===== config.mk =====
export PLATFORM = sky130hd
export DESIGN_NAME = aes_key_sched_ctrl
export DESIGN_NICKNAME = d
export VERILOG_FILES = /design/src/rtl/aes_pkg.sv /design/src/rtl/aes_key_round_step.sv /design/src/rtl/aes_sbox.sv /design/src/rtl/aes_key_sched_ctrl.sv
export SDC_FILE = /design/constraint.sdc
export NUM_CORES = 2
export LEC_CHECK = 0
export BUFFER_PORTS_ARGS = -buffer_cell sky130_fd_sc_hd__buf_2
export CAP_MARGIN = 5
export CORE_MARGIN = 4
export CORE_UTILIZATION = 50
export DETAILED_ROUTE_END_ITERATION = 16
export PLACE_DENSITY = 0.69
export SKIP_LAST_GASP = 1
export SYNTH_ARGS = -nofsm -noshare
export SYNTH_HDL_FRONTEND = slang
export SYNTH_HIERARCHICAL = 1
export SYNTH_SLANG_ARGS = --single-unit

===== constraint.sdc =====
create_clock -name clk -period 15.2 [get_ports clk]
set_clock_uncertainty 0.1 [all_clocks]
set_input_delay 1.52 -clock clk [delete_from_list [all_inputs] [get_ports clk]]
set_output_delay 1.52 -clock clk [all_outputs]
set_load 0.03 [all_outputs]

===== src/rtl/aes_pkg.sv =====
// Shared AES-128 key-schedule definitions: sizes, controller states, round
// constants and the forward S-box table.
package aes_pkg;

    localparam int NUM_ROUNDS = 10;
    localparam int KEY_W      = 128;
    localparam int WORD_W     = 32;

    typedef enum logic [1:0] {
        IDLE   = 2'd0,
        EXPAND = 2'd1,
        DONE   = 2'd2
    } state_t;

    // Entry 0 is unused (zero) so the table is indexed directly by round number.
    localparam logic [7:0] RCON [0:10] = '{
        8'h00, 8'h01, 8'h02, 8'h04, 8'h08, 8'h10,
        8'h20, 8'h40, 8'h80, 8'h1b, 8'h36
    };

    localparam logic [2047:0] SBOX_TABLE = {
        128'h637c777bf26b6fc53001672bfed7ab76,
        128'hca82c97dfa5947f0add4a2af9ca472c0,
        128'hb7fd9326363ff7cc34a5e5f171d83115,
        128'h04c723c31896059a071280e2eb27b275,
        128'h09832c1a1b6e5aa0523bd6b329e32f84,
        128'h53d100ed20fcb15b6acbbe394a4c58cf,
        128'hd0efaafb434d338545f9027f503c9fa8,
        128'h51a3408f929d38f5bcb6da2110fff3d2,
        128'hcd0c13ec5f974417c4a77e3d645d1973,
        128'h60814fdc222a908846eeb814de5e0bdb,
        128'he0323a0a4906245cc2d3ac629195e479,
        128'he7c8376d8dd54ea96c56f4ea657aae08,
        128'hba78252e1ca6b4c6e8dd741f4bbd8b8a,
        128'h703eb5664803f60e613557b986c11d9e,
        128'he1f8981169d98e949b1e87e9ce5528df,
        128'h8ca1890dbfe6426841992d0fb054bb16
    };

    function automatic logic [7:0] rcon_lookup(input logic [3:0] idx);
        return (idx <= 4'd10) ? RCON[idx] : 8'h00;
    endfunction

    // Byte 0 of the table sits in the most significant position.
    function automatic logic [7:0] sbox_lookup(input logic [7:0] b);
        int idx;
        idx = 255 - int'(b);
        return SBOX_TABLE[idx*8 +: 8];
    endfunction

endpackage


===== src/rtl/aes_key_round_step.sv =====
// One AES-128 key-expansion round: derives the next round key from the
// current one using four S-boxes and the word XOR chain.
module aes_key_round_step
    import aes_pkg::*;
(
    input  logic [KEY_W-1:0] work,
    input  logic [3:0]       rcnt,
    output logic [KEY_W-1:0] nxt
);

    logic [WORD_W-1:0] w0, w1, w2, w3;
    logic [WORD_W-1:0] rot, sub, g;
    logic [WORD_W-1:0] n0, n1, n2, n3;

    assign w0 = work[127:96];
    assign w1 = work[95:64];
    assign w2 = work[63:32];
    assign w3 = work[31:0];

    assign rot = {w3[23:0], w3[31:24]};

    for (genvar i = 0; i < 4; i++) begin : g_sbox
        aes_sbox u_sbox (
            .a (rot[i*8 +: 8]),
            .y (sub[i*8 +: 8])
        );
    end

    assign g  = sub ^ {rcon_lookup(rcnt), 24'h0};
    assign n0 = w0 ^ g;
    assign n1 = n0 ^ w1;
    assign n2 = n1 ^ w2;
    assign n3 = n2 ^ w3;

    assign nxt = {n0, n1, n2, n3};

endmodule


===== src/rtl/aes_sbox.sv =====
// AES forward S-box, one byte, purely combinational.
module aes_sbox
    import aes_pkg::*;
(
    input  logic [7:0] a,
    output logic [7:0] y
);

    assign y = sbox_lookup(a);

endmodule


===== src/rtl/aes_key_sched_ctrl.sv =====
// Iterative AES-128 key-schedule controller: expands one round per cycle into
// an 11-entry round-key buffer and serves it through a registered read port.
module aes_key_sched_ctrl
    import aes_pkg::*;
#(
    parameter int NUM_ROUNDS = aes_pkg::NUM_ROUNDS,
    parameter int KEY_W      = aes_pkg::KEY_W
) (
    input  logic             clk,
    input  logic             rst_n,
    input  logic [KEY_W-1:0] key_in,
    input  logic             key_valid,
    output logic             key_ready,
    output logic             busy,
    output logic             keys_valid,
    input  logic             rd_en,
    input  logic [3:0]       rd_round,
    output logic [KEY_W-1:0] rd_key,
    output logic             rd_valid,
    output logic             rd_err
);

    localparam logic [3:0] LAST_ROUND = 4'(NUM_ROUNDS);

    state_t           state, state_next;
    logic [3:0]       rcnt;
    logic [KEY_W-1:0] work;
    logic [KEY_W-1:0] nxt;
    logic [KEY_W-1:0] key_buf [0:NUM_ROUNDS];
    logic             load;
    logic             step_en;
    logic             last_step;

    aes_key_round_step u_step (
        .work (work),
        .rcnt (rcnt),
        .nxt  (nxt)
    );

    always_comb begin
        state_next = state;
        key_ready  = 1'b0;
        busy       = 1'b0;
        load       = 1'b0;
        step_en    = 1'b0;
        case (state)
            IDLE, DONE: begin
                key_ready = 1'b1;
                if (key_valid) begin
                    load       = 1'b1;
                    state_next = EXPAND;
                end
            end
            EXPAND: begin
                busy    = 1'b1;
                step_en = 1'b1;
                if (rcnt == LAST_ROUND) begin
                    state_next = DONE;
                end
            end
            default: state_next = IDLE;
        endcase
    end

    assign last_step = step_en && (rcnt == LAST_ROUND);

    always_ff @(posedge clk) begin
        if (!rst_n) begin
            state      <= IDLE;
            rcnt       <= 4'd0;
            keys_valid <= 1'b0;
        end else begin
            state <= state_next;
            if (load) begin
                rcnt       <= 4'd1;
                keys_valid <= 1'b0;
            end else if (last_step) begin
                rcnt       <= 4'd0;
                keys_valid <= 1'b1;
            end else if (step_en) begin
                rcnt <= rcnt + 4'd1;
            end
        end
    end

    // Key storage carries no reset; keys_valid gates every read of it.
    always_ff @(posedge clk) begin
        if (load) begin
            key_buf[0] <= key_in;
            work       <= key_in;
        end else if (step_en) begin
            key_buf[rcnt] <= nxt;
            work          <= nxt;
        end
    end

    always_ff @(posedge clk) begin
        if (!rst_n) begin
            rd_key   <= '0;
            rd_valid <= 1'b0;
            rd_err   <= 1'b0;
        end else if (rd_en) begin
            if (keys_valid && (rd_round <= LAST_ROUND)) begin
                rd_key   <= key_buf[rd_round];
                rd_valid <= 1'b1;
                rd_err   <= 1'b0;
            end else begin
                rd_key   <= '0;
                rd_valid <= 1'b0;
                rd_err   <= 1'b1;
            end
        end else begin
            rd_valid <= 1'b0;
            rd_err   <= 1'b0;
        end
    end

endmodule


# After elaboration in Yosys (flattened, before gate mapping)
# Memories as Yosys holds them, arrays and structs flattened.
# Index checks and enable logic that the tools add are counted.
# totals
reg_bits	265
ramBits	1408
mem_bits_ro	128
input_bits	136
out_inout_bits	133
word_cells	71
memories	2
# mem_list
name	words	width	rd	rd_clocked_by_memory_dff	write_ports	line_no	text
key_buf	11	128	1	0	1	aes_key_sched_ctrl.sv:29	logic [KEY_W-1:0] key_buf [0:NUM_ROUNDS];
(name not given)	16	8	1	0	0	aes_pkg.sv:41	return (idx <= 4'd10) ? RCON[idx] : 8'h00;
# op_classes
addsub	5
n_lt_le_gt_ge	3
eq_ne	5
shift	4
mux	26
n_bitwise	7
reduce_logical	11
# op_table
cell	n
variable part select 2048 x 32 -> 8 bit, first input constant	4
2-to-1 mux 128 bit	4
bitwise XOR 32 bit	5
OR reduction 128 bit	1
subtractor 8 x 8 -> 9 bit, first input constant	4
2-to-1 mux 8 bit	3
2-to-1 mux 1 bit	15
<= comparator 4 bit, second input constant	2
greater-or-equal comparator 5 bit, second input constant	1
inverter 4 -> 5 bit	1
adder 4 x 1 -> 4 bit, second input constant	1
== test 4 bit, second input constant	1
2-to-1 mux 2 bit	2
2-to-1 mux 4 bit	1
!= test 2 bit, second input constant	2
case mux 2 bit (2 select lines)	1
AND reduction 2 bit	2
OR reduction 2 bit	2
nonzero test 3 bit	1
OR reduction 3 bit	1
== test 2 x 1 -> 1 bit, second input constant	1
== test 2 bit, second input constant	1
logical AND 1 bit	2
logical NOT 2 bit	1
2 further kinds	2

# Depth between registers and ports, before layout
# logic_depth
depth_word	12
mapped_depth	17
depth_no_buf	14

# Hierarchy
# Netlist, hierarchy kept.
# modules_own_cells
module	instances	cells_per_inst	area_per_inst_um2	seq_area_each_um2
aes_key_sched_ctrl	1	3896	65406.5	48866.9
aes_sbox	4	550	3533.4	0.0
aes_key_round_step	1	164	1614.0	0.0

# Least setup slack after synthesis
# Ideal clock, no wire load.
# synth_timing
kind	flip-flop to flip-flop
startpoint	reg rcnt[2]
endpoint	mem key_buf[6][0] (enable)
setup_time_ps	975
t_arrival_ps	13972
required_ps	14125
setup_slack_ps	153
stages_incl_launch_ff	4
path_buffers	1
period_less_slack_ps	15047
cell_sequence	dfxtp_1 -> clkbuf_1 -> nand2_1 -> nor4b_1
# synth_via
elab_chain_len	1
# synth_lines
element	line_no	text
start: declaration	aes_key_sched_ctrl.sv:26	logic [3:0] rcnt;
start signal: assignment	aes_key_sched_ctrl.sv:81	rcnt <= rcnt + 4'd1;
2-to-1 mux 4 bit (no line)	-	
end: declaration	aes_key_sched_ctrl.sv:29	
# No other way between the ends.

# Worst setup path after layout
# layout_timing
startpoint	reg work[3]
endpoint	mem key_buf[2][8], data pin
# layout_via
elab_chain_len	8
# layout_lines
element	line_no	text
start: declaration	aes_key_sched_ctrl.sv:27	logic [KEY_W-1:0] work;
start signal: assignment	aes_key_sched_ctrl.sv:90	work <= key_in;
start signal: assignment	aes_key_sched_ctrl.sv:93	work <= nxt;
subtractor 8 x 8 -> 9 bit	aes_pkg.sv:47	idx = 255 - int'(b);
variable part select 2048 x 32 -> 8 bit	aes_pkg.sv:48	return SBOX_TABLE[idx*8 +: 8];
bitwise XOR 32 bit	aes_key_round_step.sv:29	assign g = sub ^ {rcon_lookup(rcnt), 24'h0};
net u_step.g[8]	aes_key_round_step.sv:12	logic [WORD_W-1:0] rot, sub, g;
bitwise XOR 32 bit	aes_key_round_step.sv:30	assign n0 = w0 ^ g;
net nxt[104]	aes_key_sched_ctrl.sv:28	logic [KEY_W-1:0] nxt;
bitwise XOR 32 bit	aes_key_round_step.sv:31	assign n1 = n0 ^ w1;
net nxt[72]	aes_key_sched_ctrl.sv:28	
bitwise XOR 32 bit	aes_key_round_step.sv:32	assign n2 = n1 ^ w2;
net nxt[40]	aes_key_sched_ctrl.sv:28	
bitwise XOR 32 bit	aes_key_round_step.sv:33	assign n3 = n2 ^ w3;
net nxt[8]	aes_key_sched_ctrl.sv:28	
2-to-1 mux 128 bit (no line)	-	
# The timed path passes the listed nets, and every way through them passes these cells.

==> results.yml <==
outcome:
  status: "finished, final reports clean"
pwr:
  combinationalPowerShare_pct: 46.7
  p_leak_uw: 0.0321
  clkPwrFrac_pct: 20.9
  power.switching_uw: 8250
  power.sequential.fraction_pct: 32.4
  fin_total_pwr_uw: 19600
  power.density_cell_area_nw_per_um2: 221
  internal_power_uw: 11400
  switching_share_pct: 42.0
  ir_worst_vdd_v: 0.000128
global_route:
  grt_total_ovfl: 0
  antenna_found_initial: 21
  grt_usage_pct: 31.5
  grt_pass1_wl_um: 389000
  first_global_vias: 53800
  grt_max_degree: 127
worst_setup_path:
  cp.arrival_ns: 6.99
  critical_path.startpoint_type: "flop"
  cp_data_required_time_ns: 15.66
  crit_type: "flop to flop"
  critPathMaxFanout: 67
  crit_path_end_kind: "flop"
sta:
  timing_worst_slew_pin_value_ns: 1.25
  maxSlewViolCount: 0
  timing.max_slew.rel_slack_pct: 16.8
  setup_tns_ns: 0
  max_freq_ghz: 0.153
  rsz0062_at_grt: "false"
  final_period_utilization_pct: 43.0
  setup_viol: 0
  finalHoldViolations: 0
  layout_min_cycle_time_ns: 6.54
clocking:
  worst_skew_pair.late_latency_ns: 0.82
  cts-root-to-sink-buffers: 3
  number_of_h_tree_levels: 4
  path_clk_slew_ns: 0.06
  tritoncts.num_buffers: 167
  clock_tree.root_cell: "sky130_fd_sc_hd__clkbuf_16"
  postCtsSetupRepairBufs: 0
  tritoncts: "yes"
  cts.sinks: 1673
  cts_repair_resizes: 0
  cts_hold_buf: 0
route:
  route.detailed.drc: 0
  detail_route.iter0.violations: 7603
  detail_route.wirelength_um: 273000
  routed-via-count: 56900
  antenna_violating_nets_post_route: 0
  routed_wirelength_normalized_by_instance_count_um: 31.7
  routed_via_density: 6.59
  drt_first_pass_iters: 8
logic_synthesis:
  syn-cell-area_um2: 81200
  synth_seq_area_share_pct: 60.2
  synth_ff_type: "sky130_fd_sc_hd__edfxtp_1"
  number_of_synthesized_flops_with_an_enable_pin: 1536
  netlist_instances: 6260
  post_synthesis_async_set_or_reset_flop_share_pct: 0
  mappedNetlistNets: 6458
  yosysWarnings: 6
  synth.ff_latch_count: 1673
  synth_cell_type_count: 91
  synth.avg_cell_area_um2: 13.0
floorplan:
  io_pins: 269
  die_h_um: 411
  chipWidth_um: 411
  dieArea_um2: 169000
  rows: 147
  starting_utilization_of_the_core_area_pct: 50.4
  coreArea_um2: 161000
place:
  place_hpwl_um: 167000
  gpl.final_weighted_congestion: 1.04
  io_buffers: 268
layout:
  nets: 6511
  syn2layout_area_growth_pct: 9.63
  final.fill_count: 13100
  layout-drive-gt1-share_pct: 16.6
worst_hold_path:
  min_delay_path_class: "flop to flop"
run:
  max_cap_viol_count: 0
layout make-up:
cell class | count | area, um^2 | share of cell area [%]
Sequential cell | 1673 | 48900 | 54.9
Multi-Input combinational cell | 4010 | 29200 | 32.8
Antenna cell | 9 | 22.5 | 0.0253
Clock inverter | 64 | 712 | 0.800
Tap cell | 2160 | 2700 | 3.04
Timing Repair Buffer | 408 | 2480 | 2.79
Inverter | 53 | 204 | 0.229
Clock buffer | 248 | 4790 | 5.38
path summary, 6_finish.rpt:
path              cells after the start       endpoint       start  slack (ns)
hold / removal                        1     rd_key[97]  rd_key[97]        0.36
setup reg to reg                     14  key_buf[2][8]     work[3]        8.66
setup / recovery                     14  key_buf[2][8]     work[3]        8.66
hold reg to reg                       1     rd_key[97]  rd_key[97]        0.36
routing by layer:
layer  GRT usage (%)  routed length [um]
met1            43.7              110000
met2            49.1              125000
met3            5.93               26100
met4            12.9               12400
met5               0                  90
stage by stage:
step / std cells / hold slack (ns) / util, % / worst slack, ns / instance area, um^2
after global routing: 8617 / 0.381 / 55.3 / 8.48 / 89000
after CTS: 8616 / 0.364 / 55.3 / 8.97 / 89000
after floorplan: 6260 / 0.370 / - / 0.153 / 81200
after global placement: 8304 / 0.342 / 51.9 / 8.89 / 83500
after detailed placement: 8304 / 0.351 / 51.9 / 9.00 / 83500
final: 8625 / 0.360 / 55.3 / 8.66 / 89000
power groups by stage:
stage          logic, uW  clock network (uW)  registers, uW
2_1_floorplan       5930                   0           6470
3_3_place_gp        8920                   0           6450
3_5_place_dp        8830                   0           6460
4_1_cts             8880                4150           6370
5_1_grt             9610                4340           6400
6_report            9180                4100           6370
synthesized netlist by cell type, drive strengths merged, types with 13 or more instances:
| cell | instances | area, um^2 |
|---|---|---|
| nand2b | 101 | 692 |
| dfxtp | 137 | 2740 |
| a21o | 13 | 97.6 |
| a21oi | 210 | 1050 |
| a311oi | 52 | 455 |
| o31ai | 29 | 218 |
| a21boi | 13 | 97.6 |
| a221oi | 32 | 330 |
| mux2i | 644 | 6450 |
| nor3 | 50 | 250 |
| o311ai | 32 | 280 |
| or2 | 29 | 181 |
| mux2 | 272 | 3080 |
| and3 | 16 | 100 |
| inv | 53 | 199 |
| a22oi | 26 | 200 |
| nand2 | 684 | 2610 |
| nor2b | 76 | 521 |
| a211oi | 53 | 398 |
| or3 | 140 | 876 |
| ha | 62 | 776 |
| xor2 | 114 | 998 |
| nand3 | 72 | 360 |
| clkbuf | 133 | 505 |
| o211ai | 53 | 398 |
| edfxtp | 1536 | 46100 |
| a31oi | 68 | 425 |
| a211o | 16 | 140 |
| nor2 | 194 | 793 |
| a32o | 136 | 1360 |
| o21ai | 217 | 1090 |
| o22ai | 308 | 1930 |
| xnor2 | 39 | 458 |
| and2 | 38 | 248 |
| buf | 391 | 2510 |
| o32ai | 16 | 140 |
placed cells by master, fill, tap and decap left out, drive strengths merged, types with 16 or more instances in the layout:
cell type and n:
a211o 16, a211oi 53, a21oi 210, a221oi 32, a22oi 26, a311oi 52, a31oi 68, a32o 136
and2 38, and3 16, buf 408, clkbuf 248, clkinv 43, dfxtp 137, edfxtp 1536, ha 62
inv 63, mux2 272, mux2i 644, nand2 684, nand2b 101, nand3 72, nor2 194, nor2b 76
nor3 50, o211ai 53, o21ai 217, o22ai 308, o311ai 32, o31ai 29, o32ai 16, or2 29
or3 140, xnor2 39, xor2 114
sequential cells by signal, summed over array words and instances (netlist names):
name        flops
state           2
work          128
key_buf      1408
rd_key        128
rd_err          1
keys_valid      1
rd_valid        1
rcnt            4
cell families after synthesis:
group	count (synthesis)	share of synthesized area (%)
compound gates	1409	12.2
xor+xnor	157	1.91
fa+ha+maj	62	0.956
buf+inv	577	3.96
flops	1673	60.2
mux	928	12.1
simple gates	1454	8.70
worst max-delay path, cell delays in order, from the launching register on:
cell and delay, ns:
sky130_fd_sc_hd__edfxtp_1 0.52, sky130_fd_sc_hd__buf_4 0.61, sky130_fd_sc_hd__buf_4 0.65, sky130_fd_sc_hd__nand2b_1 0.50, sky130_fd_sc_hd__nand2_1 0.24, sky130_fd_sc_hd__a2111oi_0 0.47, sky130_fd_sc_hd__a211oi_1 0.09, sky130_fd_sc_hd__o22ai_1 0.16
sky130_fd_sc_hd__a31o_1 0.22, sky130_fd_sc_hd__xor2_1 0.26, sky130_fd_sc_hd__xor2_1 0.62, sky130_fd_sc_hd__xor2_1 0.59, sky130_fd_sc_hd__xor2_1 0.66, sky130_fd_sc_hd__nand2_1 0.17, sky130_fd_sc_hd__nand2_1 0.38
(Power assumes the default switching activity.)
